**src/rtl/reset_sequencer_pkg.sv**
```systemverilog
// reset_sequencer_pkg: state encoding, default parameters and counter sizing for reset_sequencer
package reset_sequencer_pkg;
  typedef enum logic [1:0] {ASSERT = 2'd0, HOLD = 2'd1, RELEASE = 2'd2, RUN = 2'd3} state_t;
  localparam int DEF_SYNC_STAGES = 2;
  localparam int DEF_NUM_OUT = 4;
  localparam int DEF_MIN_PULSE = 16;
  localparam int DEF_STAGGER = 8;
  function automatic int cnt_bits(input int min_pulse, input int num_out, input int stagger);
    int m = (num_out - 1) * stagger + 1;
    return $clog2(min_pulse > m ? min_pulse : m) + 1;
  endfunction
endpackage

```
**src/rtl/rst_sync.sv**
```systemverilog
// rst_sync: async-assert, sync-deassert reset chain of SYNC_STAGES flops
// Ports: clk clock, rst_n async active-low reset in, sync_n synchronized reset release out.
module rst_sync #(
  parameter int SYNC_STAGES = 2
) (
  input  logic clk,
  input  logic rst_n,
  output logic sync_n
);
  logic [SYNC_STAGES-1:0] s;
  always_ff @(posedge clk or negedge rst_n)
    if (!rst_n) s <= '0;
    else s <= {s[SYNC_STAGES-2:0], 1'b1};
  assign sync_n = s[SYNC_STAGES-1];
endmodule

```
**src/rtl/reset_sequencer.sv**
```systemverilog
// reset_sequencer: staggered release of NUM_OUT active-low resets after RN, with optional soft reset
// Ports: CK clock, RN async active-low reset, SRST_REQ/SRST_ACK four-phase soft-reset handshake,
//        RN_OUT sequenced resets, READY all released, STATE current FSM encoding.
// Build option: define RST_SEQ_SOFT_EN to compile in the soft-reset path; otherwise SRST_ACK is 0.
module reset_sequencer
  import reset_sequencer_pkg::*;
#(
  parameter int SYNC_STAGES = DEF_SYNC_STAGES,
  parameter int NUM_OUT = DEF_NUM_OUT,
  parameter int MIN_PULSE = DEF_MIN_PULSE,
  parameter int STAGGER = DEF_STAGGER
) (
  input  logic               CK,
  input  logic               RN,
  input  logic               SRST_REQ,
  output logic               SRST_ACK,
  output logic [NUM_OUT-1:0] RN_OUT,
  output logic               READY,
  output logic [1:0]         STATE
);
  localparam int CW = cnt_bits(MIN_PULSE, NUM_OUT, STAGGER);
  state_t st;
  logic rn_sync, ack;
  logic [CW-1:0] cnt, inc;
  logic [NUM_OUT-1:0] fill;
  rst_sync #(.SYNC_STAGES(SYNC_STAGES)) u_sync (.clk(CK), .rst_n(RN), .sync_n(rn_sync));
  assign inc = &cnt ? cnt : cnt + 1'b1;
  // bits whose release point is reached once the counter advances; OR-ing keeps release monotonic
  for (genvar i = 0; i < NUM_OUT; i++) begin : g_fill
    assign fill[i] = 32'(inc) >= i * STAGGER;
  end
`ifndef RST_SEQ_SOFT_EN
  logic unused_req;
  assign unused_req = SRST_REQ;
`endif
  always_ff @(posedge CK or negedge RN)
    if (!RN) begin
      st <= ASSERT;
      cnt <= '0;
      RN_OUT <= '0;
      READY <= 1'b0;
      ack <= 1'b0;
    end else begin
      case (st)
        ASSERT: if (rn_sync) begin
          st <= HOLD;
          cnt <= '0;
        end
        HOLD: begin
`ifdef RST_SEQ_SOFT_EN
          ack <= ack & SRST_REQ;
`endif
          // the hold count only starts once the handshake has completed
          if (!ack && cnt == CW'(MIN_PULSE - 1)) begin
            st <= RELEASE;
            cnt <= '0;
            RN_OUT <= NUM_OUT'(1);
          end else if (!ack) cnt <= inc;
        end
        RELEASE: if (&RN_OUT) begin
          st <= RUN;
          READY <= 1'b1;
        end else begin
          cnt <= inc;
          RN_OUT <= RN_OUT | fill;
        end
        RUN: begin
`ifdef RST_SEQ_SOFT_EN
          if (SRST_REQ) begin
            st <= HOLD;
            cnt <= '0;
            RN_OUT <= '0;
            READY <= 1'b0;
            ack <= 1'b1;
          end
`endif
        end
      endcase
    end
  assign SRST_ACK = ack;
  assign STATE = st;
endmodule

```
**config.mk**
```make
export PLATFORM = sky130hd
export DESIGN_NAME = reset_sequencer
export DESIGN_NICKNAME = d
export VERILOG_FILES = /design/src/rtl/reset_sequencer_pkg.sv /design/src/rtl/rst_sync.sv /design/src/rtl/reset_sequencer.sv
export SDC_FILE = /design/constraint.sdc
export NUM_CORES = 1
export LEC_CHECK = 0
export CAP_MARGIN = 20
export CORE_AREA = 2 2 42 44
export DETAILED_ROUTE_END_ITERATION = 12
export DIE_AREA = 0 0 44 46
export GPL_TIMING_DRIVEN = 1
export PLACE_DENSITY = 0.75
export RECOVER_POWER = 100
export SLEW_MARGIN = 10
export SYNTH_ARGS = -nofsm -noshare
export SYNTH_HDL_FRONTEND = slang
export SYNTH_SLANG_ARGS = --single-unit
```
**constraint.sdc**
```tcl
create_clock -name CK -period 5.5 [get_ports CK]
set_clock_uncertainty 0.05 [all_clocks]
set_input_delay 0.55 -clock CK [delete_from_list [all_inputs] [get_ports CK]]
set_output_delay 0.55 -clock CK [all_outputs]
set_load 0.01 [all_outputs]
```
**After elaboration in Yosys (flattened, before gate mapping)**

Cells that the tools add are included.

- Register bits: 15
- Bits of input ports: 3
- Output and inout bits: 8
- Word-level logic and storage cells: 42

- $add $sub $neg: 1
- $lt $le $gt $ge: 3
- Equality and inequality tests: 8
- Multiplexer cells: 13
- Bitwise operators: 1
- Reduce and logical (&&, ||, !) cells: 11

Operators with widths:

| cell | count |
|---|---|
| 2-to-1 mux 6 bit | 5 |
| one-hot mux 6 bit (3 select lines) | 1 |
| >= comparator 6 x 5 -> 1 bit, second input constant | 2 |
| AND reduction 4 bit | 3 |
| 2-to-1 mux 4 bit | 2 |
| one-hot mux 4 bit (2 select lines) | 1 |
| adder 6 x 1 -> 6 bit, second input constant | 1 |
| == test 6 x 4 -> 1 bit, second input constant | 1 |
| >= comparator 6 x 4 -> 1 bit, second input constant | 1 |
| 2-to-1 mux 2 bit | 3 |
| != test 2 bit, second input constant | 3 |
| one-hot mux 2 bit (3 select lines) | 1 |
| AND reduction 6 bit | 1 |
| AND reduction 5 bit | 1 |
| OR 4 bit | 1 |
| != test 3 bit, second input constant | 1 |
| AND reduction 3 bit | 1 |
| nonzero test 3 bit | 1 |
| == test 2 x 1 -> 1 bit, second input constant | 1 |
| == test 2 bit, second input constant | 1 |
| logical NOT 2 bit | 1 |
| != test 2 x 1 -> 1 bit, second input constant | 1 |
| nonzero test 2 bit | 1 |
| logical AND 1 bit | 1 |
| logical NOT 1 bit | 1 |

**Longest topological paths before layout**

Gate-level depths: netlist of run 1.

- Depth in word-level cells: 6
- Gate-level depth with buffers: 6
- Gate-level depth less buffers: 6

**Cells and area by module**

Synthesis of run 1 repeated with hierarchy kept, for this count alone.

- Cells, all modules: 85
- Area total of the unflattened synthesis: 835.8 µm²

By module, submodules not included:

| module | instances | cells an instance | area each (µm²) | sequential area each (µm²) |
|---|---|---|---|---|
| reset_sequencer | 1 | 82 | 782.0 | 325.3 |
| rst_sync | 1 | 3 | 53.8 | 50.0 |

**Least setup slack after synthesis of run 1**

No wires, ideal clock.

- Path type: register -> register
- Start: reg st[0], in the netlist STATE[0]
- End: reg cnt[0]
- Library setup time: 0.125 ns
- Data arrival time: 1.734 ns
- Required time: 5.325 ns
- Path slack: 3.590 ns
- Stages on the path, launching flop included: 7
- Buffers on the path: 0
- Period minus slack after synthesis: 1.910 ns
- Cells stage by stage: dfrtp_1 -> inv_1 -> ha_1 -> nor2b_1 -> a2111o_1 -> a21o_1 -> mux2_4

- Cells in the longest elaborated chain, start to end: 3
- Elaborated cells on any way between the ends: 9
- Classes of those cells: 5 x eq/ne; 1 x mux; 3 x reduce/logical

Ends and longest elaborated chain:

| item | RTL line | source |
|---|---|---|
| from (decl) | reset_sequencer.sv:22 | `state_t st;` |
| from (signal assigned) | reset_sequencer.sv:38 | `st <= ASSERT;` |
| from (signal assigned) | reset_sequencer.sv:46 | `st <= HOLD;` |
| from (signal assigned) | reset_sequencer.sv:55 | `st <= RELEASE;` |
| == test 2 x 1 -> 1 bit, or another cell as far along | reset_sequencer.sv:44 | `case (st)` |
| != test 3 bit (no line), or another cell as far along | - |  |
| AND reduction 4 bit (no line) | - |  |
| to (signal assigned) | reset_sequencer.sv:58 | `end else if (!ack) cnt <= inc;` |
| to (signal assigned) | reset_sequencer.sv:64 | `cnt <= inc;` |
| to (decl) | reset_sequencer.sv:24 | `logic [CW-1:0] cnt, inc;` |

Several ways; a longest one is shown, not always the timed one.
A chain may end at the register's enable or synchronous reset.

**Final worst setup path of run 1**

- Start: reg st[0], in the netlist STATE[0]
- End: reg st[1], in the netlist STATE[1]

- Cells in the longest elaborated chain, start to end: 3
- Elaborated cells on any way between the ends: 9
- Classes of those cells: 5 x eq/ne; 1 x mux; 3 x reduce/logical

Ends and longest elaborated chain:

| item | RTL line |
|---|---|
| == test 2 bit, or another cell as far along | reset_sequencer.sv:44 |
| != test 2 bit (no line), or another cell as far along | - |
| AND reduction 4 bit (no line) | - |

Several ways; a longest one is shown, not always the timed one.

==> flow_metrics.tcl, run 1 <==
set metrics [dict create \
    status "finished, final reports clean" \
    report.final.slew_viol_count 0 \
    grt_max_degree 16 \
    slowest_stage "a2111oi_0" \
    async_flop_share_pct 100 \
    p_comb_share_pct 44.6 \
    worstSetupStartpointType "flop" \
    tightest_slew_ns 0.926 \
    synth_cell_type_count 30 \
    ctsResizeCount 0 \
    grt.total_usage_pct 17.2 \
    placed_area_um2 893 \
    viasPerCell 5.63 \
    cts_setup_buffers 0 \
    pwr-share-clk_pct 17.2 \
    critPathMaxStageDelay_ns 0.80 \
    post-place-cells 103 \
    peakVddDrop_uv 245 \
    swShare_pct 40.5 \
    final.setup.tns_ns 0 \
    ys_seq_elements 15 \
    critical-path-top-delay-family "compound AO/OA/AOI/OAI gates" \
    antenna_found_initial 0 \
    htree_levels 1 \
    seq_area_frac_synth_pct 46.9 \
    drcViolationCount 0 \
    cts.sinks 15 \
    crit_type "flop to flop" \
    hpwlAfterDp_um 1050 \
    layout_common_cells "dfrtp_1, dlygate4sd3_1, nand2_1" \
    yosysWarnings 1 \
    io-pin-count 11 \
    cts_tree "done" \
    fmax_mhz 490 \
    synthCells 79 \
    ys_dominant_reg_cell "dfrtp_1" \
    place_congestion 0.802 \
    cts_buffers 3 \
    worst-path-buf-inv 1 \
    grt_setup_unrepaired "no" \
    max_slew_margin_pct 36.7 \
    arrival_ns 2.13 \
    core_area_mm2 0.00161 \
    clock-root-buffer "clkbuf_4" \
    synth_fa_ha_area_share_pct 9.39 \
    drt_iter0_drc 9 \
    synthesis.area_um2 800 \
    synth.net_count 88 \
    final_nets 100 \
    grt_overflow 0 \
    vias 602 \
    endpoint_kind "flop" \
    fin_cells 107 \
    dieArea_mm2 0.00202 \
    synth.area.mux_share_pct 3.29 \
    fill_cells 150 \
    cp.depth 5 \
    grt_pass1_vias 578 \
    synth_compound_area_share_pct 18.3 \
    synth-simple-area-share_pct 17.7 \
    die_h_um 46 \
    grt_pass1_wl_um 2460 \
    finalHoldViolCount 0 \
    p_leak_nw 0.410 \
    clockBufferDepth 2 \
    finalSetupViolCount 0 \
    synthXorXnorAreaFrac_pct 1.10 \
    drtPass1Iterations 4 \
    synth_edf_count 0 \
    hold_class "flop to flop" \
    initial_utilization_pct 49.5 \
    fin_area_um2 915 \
    clk_pin_slew_ns 0.09 \
    port_buffers 8 \
    wire_per_inst_um 13.1 \
    area_growth_pct 14.4 \
    hold_depth 0 \
    antenna_left 0 \
    final_util_pct 56.7 \
    maxCapViolCount 0 \
    timing.final.crit_period_ns 2.04 \
    die_x_um 44 \
    cp_cell_sequence "inv_1 > ha_1 > nor2b_1 > a2111oi_0 > o21ai_0" \
    power_w 0.000378 \
    powerDensity_mw_per_mm2 414 \
    antenna_cells 0 \
    rr_worst_depth 5 \
    mostFrequentLayoutCell "dfrtp_1" \
    synth_area_per_cell_um2 10.1 \
    crit_fanout 6 \
    rows 15 \
    required_ns 5.59 \
    clk_latency_ns 0.29 \
    p_sw_w 0.000153 \
    power_frac_seq_pct 38.2 \
    synth_top_family_by_area "compound AO/OA/AOI/OAI gates" \
    drive_above_1_share_pct 10.0 \
    fin_crit_sh_pct 37.1 \
    ctsHoldBuffers 0 \
    wl_um 1400 \
    p_int_w 0.000225 \
]
-- cell usage after synthesis (2+ instances only) --
library cell | n | area, µm²
nor3_1 | 4 | 20.0
a21oi_1 | 4 | 20.0
nor2b_1 | 2 | 12.5
nand3_1 | 4 | 20.0
nor2_1 | 5 | 18.8
o21ai_0 | 6 | 30.0
conb_1 | 2 | 7.51
nand2b_1 | 2 | 12.5
ha_1 | 6 | 75.1
a2111oi_0 | 2 | 17.5
dfrtp_1 | 15 | 375
nand2_1 | 7 | 26.3
inv_1 | 3 | 11.3
-- flip-flops by register name (all words and copies together) (netlist names) --
signal,cells
READY,1
RN_OUT,4
STATE,2
cnt,6
u_sync.s,2
-- metal layers --
metal | track usage, % | share of wire [%] | up-vias
met3 | 3.57 | 3.3 | 5
met4 | 12.1 | 3.0 | 0
met1 | 21.2 | 45 | 284
li1 | - | - | 302
met5 | 0 | 0 | -
met2 | 26.8 | 49 | 11
-- stage by stage --
stage          hold WS (ns)  worst slack (ns)
6_report              0.306              3.46
5_1_grt               0.324              3.31
4_1_cts               0.311              3.48
3_5_place_dp          0.290              3.50
3_3_place_gp          0.283              3.55
2_1_floorplan         0.204              3.59
-- power by group through the flow --
| stage | clock network [W] | logic, W | registers [W] |
|---|---|---|---|
| 6_report | 0.0000650 | 0.000169 | 0.000144 |
| 5_1_grt | 0.0000707 | 0.000190 | 0.000148 |
| 4_1_cts | 0.0000668 | 0.000181 | 0.000146 |
| 3_5_place_dp | 0 | 0.000180 | 0.000148 |
| 3_3_place_gp | 0 | 0.000176 | 0.000147 |
| 2_1_floorplan | 0 | 0.000131 | 0.000149 |
-- logic make-up (layout without fill, tap and decap cells) --
| family | count (synthesis) | after routing |
|---|---|---|
| adders and majority gates | 6 | 6 |
| DFF | 15 | 15 |
| muxes | 2 | 2 |
| xor gates and xnor gates | 1 | 1 |
| other | 2 | 2 |
| buffers and inverters | 4 | 15 |
| and+or+nand+nor | 28 | 28 |
| AOI/OAI and AO/OA | 21 | 21 |
-- worst paths after layout --
kind                                       start                    end  slack (ns)
min in group asynchronous                     RN  RN_OUT[0]$_DFFE_PN0P_        0.67
setup reg to reg            STATE[0]$_DFFE_PN0P_   STATE[1]$_DFFE_PN0P_        3.46
setup / recovery            STATE[0]$_DFFE_PN0P_   STATE[1]$_DFFE_PN0P_        3.46
max in group asynchronous                     RN     cnt[0]$_DFFE_PN0P_        4.30
hold / removal             u_sync.s[0]$_DFF_PN0_  u_sync.s[1]$_DFF_PN0_        0.31
hold reg to reg            u_sync.s[0]$_DFF_PN0_  u_sync.s[1]$_DFF_PN0_        0.31
-- cell type report --
class	instances	area [µm²]	share of cell area [%]
Multi-Input combinational cell	60	400	43.8
Sequential cell	15	375	41.0
Timing Repair Buffer	8	80.1	8.76
Clock buffer	4	26.3	2.87
Tap cell	17	21.3	2.33
Inverter	3	11.3	1.23
Note: power is estimated with default switching activity, not from simulation.
==> inputs of run 2 (changes only) <==
Settings changed: CORE_AREA 2 2 42 44 to 2 2 43 45, DIE_AREA 0 0 44 46 to 0 0 45 47, PLACE_DENSITY 0.75 to 0.72.
Clock period 5.5 ns to 2.1 ns, I/O delays scaled along.
==> flow_metrics.tcl, run 2 (same netlist as run 1, synthesis figures left out) <==
set metrics [dict create \
    drtPass1Iterations 4 \
    regArea_um2 375 \
    ctsResizeCount 0 \
    regMostFlops "cnt" \
    r2r-start "STATE[1]$_DFFE_PN0P_" \
    cts.sinks 15 \
    reg2reg_slack_ns 0.15 \
    layout_common_cells "dfrtp_1, dlygate4sd3_1, nand2_1" \
    arrival_ns 2.08 \
    slowest_stage "a2111o_1" \
    powerDensity_mw_per_mm2 1100 \
    rr_endpoint "cnt[0]$_DFFE_PN0P_" \
    cts_buffers 3 \
    drive_above_1_share_pct 13.0 \
    htree_levels 1 \
    initial_utilization_pct 48.4 \
    fin_cells 109 \
    cts_setup_buffers 0 \
    timing.final.crit_period_ns 1.95 \
    critPathMaxStageDelay_ns 0.50 \
    drcViolationCount 0 \
    antenna_left 0 \
    clk_latency_ns 0.28 \
    pre_cts_ws_ns 0.154 \
    io-pin-count 11 \
    finalSetupViolCount 0 \
    wire_per_inst_um 12.5 \
    endpoint_kind "flop" \
    post-place-cells 105 \
    cp_cell_sequence "inv_1 > ha_1 > nor2b_1 > a2111o_1 > a21o_1 > mux2_4" \
    core_area_mm2 0.00165 \
    wl_um 1360 \
    max_slew_margin_pct 55.8 \
    crit_fanout 8 \
    hold_depth 0 \
    vias 613 \
    grt_pass1_vias 535 \
    die_x_um 45 \
    clock-root-buffer "clkbuf_4" \
    fill_cells 148 \
    grt_overflow 0 \
    viasPerCell 5.62 \
    antenna_found_initial 0 \
    hold_end "u_sync.s[1]$_DFF_PN0_" \
    grt_pass1_wl_um 2360 \
    place_congestion 0.771 \
    rr_worst_depth 6 \
    status "finished, final reports clean" \
    worstSetupStartpointType "flop" \
    p_leak_nw 0.418 \
    required_ns 2.22 \
    report.final.slew_viol_count 0 \
    cts_tree "done" \
    drt_iter0_drc 13 \
    tightest_slew_ns 0.661 \
    maxCapViolCount 0 \
    fin_crit_sh_pct 93.1 \
    finalHoldViolCount 0 \
    top_regs "cnt (6), RN_OUT (4)" \
    grt_max_degree 16 \
    holdWs_ns 0.303 \
    grt_setup_unrepaired "no" \
    die_h_um 47 \
    clockBufferDepth 2 \
    critical-path-top-delay-family "compound AO/OA/AOI/OAI gates" \
    antenna_cells 0 \
    setup_ws_ns 0.145 \
    area_growth_pct 16.3 \
    hold_class "flop to flop" \
    fmax_mhz 512 \
    peakVddDrop_uv 800 \
    ctsHoldBuffers 0 \
    mostFrequentLayoutCell "dfrtp_1" \
    multi_input_area_um2 404 \
    port_buffers 8 \
    clk_pin_slew_ns 0.09 \
    final_nets 102 \
    holdCritStartpoint "u_sync.s[0]$_DFF_PN0_" \
    largest_reg_flops 6 \
    final.setup.tns_ns 0 \
    hpwlAfterDp_um 1010 \
    grt.total_usage_pct 15.9 \
    dieArea_mm2 0.00212 \
    crit_type "flop to flop" \
    worst-path-buf-inv 1 \
    rows 15 \
]
[run 2: changes by cell type in the layout (fill, tap and decap cells not counted)]
cell,delta
buf_4,+1
clkbuf_1,+1
mux2_1,-2
mux2_4,+1
mux2_2,+1
[run 2: cell type report]
class	instances	area share, %
multi-input combinational	60	43.5
inverter	3	1.21
clock buffer	4	2.83
tap	17	2.29
timing repair buffer	10	9.83
sequential	15	40.4
[run 2: worst max-delay path by stage]
stage | from | endpoint | depth (start not counted)
after floorplan | STATE[0]$_DFFE_PN0P_ | cnt[0]$_DFFE_PN0P_ | 6
after global placement | STATE[1]$_DFFE_PN0P_ | cnt[0]$_DFFE_PN0P_ | 6
after CTS | STATE[1]$_DFFE_PN0P_ | cnt[0]$_DFFE_PN0P_ | 6
after detailed placement | STATE[1]$_DFFE_PN0P_ | cnt[0]$_DFFE_PN0P_ | 6
final | STATE[1]$_DFFE_PN0P_ | cnt[0]$_DFFE_PN0P_ | 6
after global routing | cnt[0]$_DFFE_PN0P_ | RN_OUT[3]$_DFFE_PN0P_ | 5
[run 2: routing by layer]
| layer | global-route usage, % | up-vias | share of wire [%] |
|---|---|---|---|
| met4 | 12.4 | 0 | 3.5 |
| li1 | - | 307 | - |
| met3 | 2.31 | 4 | 4.8 |
| met5 | 0 | - | 0 |
| met1 | 20.8 | 283 | 46 |
| met2 | 24.0 | 19 | 46 |
[run 2: stage by stage]
| step | area, µm² | total power [W] | utilization [%] |
|---|---|---|---|
| final | 930 | 0.00103 | 56.3 |
| after detailed placement | 908 | 0.000899 | 55.0 |
| after floorplan | 800 | 0.000731 | - |
| after CTS | 935 | 0.00107 | 56.6 |
| after global placement | 908 | 0.000882 | 55.0 |
| after global routing | 930 | 0.00112 | 56.3 |
[run 2: where the power goes]
part	internal [W]	switching, W	leakage [nW]
logic	0.000213	0.000277	0.211
registers	0.000335	0.0000366	0.192
clock network	0.0000739	0.0000908	0.0150
==> inputs of run 3 (changes only) <==
Settings changed: CELL_PAD_IN_SITES_DETAIL_PLACEMENT from default to 0, CELL_PAD_IN_SITES_GLOBAL_PLACEMENT from default to 1, CORE_AREA 2 2 43 45 to 2 2 44 54, DIE_AREA 0 0 45 47 to 0 0 46 56, PLACE_DENSITY 0.72 to 0.74.
==> flow_metrics.tcl, run 3 (same netlist as run 1, synthesis figures left out) <==
set metrics [dict create \
    status "finished, final reports clean" \
    port_buffers 8 \
    cts_buffers 3 \
    area_growth_pct 18.5 \
    rows 18 \
    grt.total_usage_pct 13.7 \
    p_leak_nw 0.427 \
    drcViolationCount 0 \
    grt_pass1_vias 569 \
    hold_class "flop to flop" \
    power_w 0.00107 \
    peakVddDrop_uv 520 \
    largest_reg_flops 6 \
    grt_setup_unrepaired "no" \
    hpwlAfterDp_um 1130 \
    final_nets 103 \
    report.final.slew_viol_count 0 \
    grt_pass1_wl_um 2560 \
    antenna_cells 0 \
    power_frac_seq_pct 35.0 \
    arrival_ns 2.10 \
    place_congestion 0.791 \
    timing.final.crit_period_ns 1.95 \
    wire_per_inst_um 13.0 \
    max_slew_margin_pct 55.0 \
    endpoint_kind "flop" \
    final.setup.tns_ns 0 \
    clk_latency_ns 0.30 \
    p_int_w 0.000642 \
    pwr-share-clk_pct 16.1 \
    maxCapViolCount 0 \
    finalSetupViolCount 0 \
    clk_pin_slew_ns 0.11 \
    finalHoldViolCount 0 \
    fin_crit_sh_pct 92.9 \
    reg2reg_slack_ns 0.15 \
    p_sw_w 0.000427 \
    cp_cell_sequence "inv_1 > ha_1 > nor2b_1 > a2111o_1 > a21o_1 > mux2_4" \
    worstSetupStartpointType "flop" \
    critPathMaxStageDelay_ns 0.51 \
    worst-path-buf-inv 1 \
    cts.sinks 15 \
    clock-root-buffer "clkbuf_4" \
    fmax_mhz 513 \
    drive_above_1_share_pct 15.1 \
    slowest_stage "a2111o_1" \
    wl_um 1470 \
    core_area_mm2 0.00203 \
    io-pin-count 11 \
    required_ns 2.25 \
    vias 606 \
    dieArea_mm2 0.00258 \
    initial_utilization_pct 39.4 \
    grt_max_degree 16 \
    grt_overflow 0 \
    crit_type "flop to flop" \
    antenna_left 0 \
    die_x_um 46 \
    drt_iter0_drc 8 \
    antenna_found_initial 0 \
    cts_tree "done" \
    tightest_slew_ns 0.672 \
    die_h_um 56 \
    htree_levels 1 \
    swShare_pct 40.0 \
    viasPerCell 5.36 \
    p_comb_share_pct 48.9 \
    crit_fanout 8 \
    layout_common_cells "dfrtp_1, dlygate4sd3_1, nand2_1" \
    regMostFlops "cnt" \
    clockBufferDepth 2 \
    powerDensity_mw_per_mm2 1130 \
    drtPass1Iterations 4 \
    critical-path-top-delay-family "compound AO/OA/AOI/OAI gates" \
    top_regs "cnt (6), RN_OUT (4)" \
    mostFrequentLayoutCell "dfrtp_1" \
]
==> run 3: per-layer routing <==
metal / global-route usage (%) / share of wire, %
met1: 16.9 / 46
met2: 20.6 / 48
met3: 3.90 / 3.3
met4: 7.35 / 2.3
met5: 0 / 0
==> run 3: timing repair <==
action,in CTS,in global routing
endpoints found under the setup margin,0,1
hold endpoints to repair,0,0
hold buffers,0,0
setup buffers,0,0
gates resized for setup,0,1
==> run 3: path summary, 6_finish.rpt <==
check / endpoint / cells past startpoint / startpoint
setup / recovery: cnt[0]$_DFFE_PN0P_ / 6 / STATE[1]$_DFFE_PN0P_
hold / removal: u_sync.s[1]$_DFF_PN0_ / 0 / u_sync.s[0]$_DFF_PN0_
setup reg to reg: cnt[0]$_DFFE_PN0P_ / 6 / STATE[1]$_DFFE_PN0P_
hold reg to reg: u_sync.s[1]$_DFF_PN0_ / 0 / u_sync.s[0]$_DFF_PN0_
max in group asynchronous: STATE[0]$_DFFE_PN0P_ / 1 / RN
min in group asynchronous: RN_OUT[3]$_DFFE_PN0P_ / 1 / RN
==> run 3: stage by stage <==
stage          instances  worst slack [ns]  cell area, µm²  hold slack (ns)  util (%)
6_report             113             0.149             947            0.306      46.7
5_1_grt              113            0.0168             947            0.318      46.7
4_1_cts              113             0.111             947            0.293      46.7
3_5_place_dp         109             0.121             920            0.287      45.4
3_3_place_gp         109             0.189             920            0.282      45.4
2_1_floorplan         79             0.190             800           -0.136         -
==> run 3: final cells by class <==
cell class / instances / area (µm²)
fillers: 197 / 1080
multi-input cells: 60 / 409
flip-flops and latches: 15 / 375
repair buffers: 11 / 98.8
well taps: 20 / 25.0
clock buffers: 3 / 22.5
inverters: 3 / 11.3
clock inverters: 1 / 5.00
==> run 3: power groups by stage <==
stage	sequential [W]	clock, W	combinational, W
2_1_floorplan	0.000389	0	0.000342
3_3_place_gp	0.000375	0	0.000543
3_5_place_dp	0.000381	0	0.000548
4_1_cts	0.000376	0.000177	0.000553
5_1_grt	0.000381	0.000195	0.000610
6_report	0.000374	0.000172	0.000523
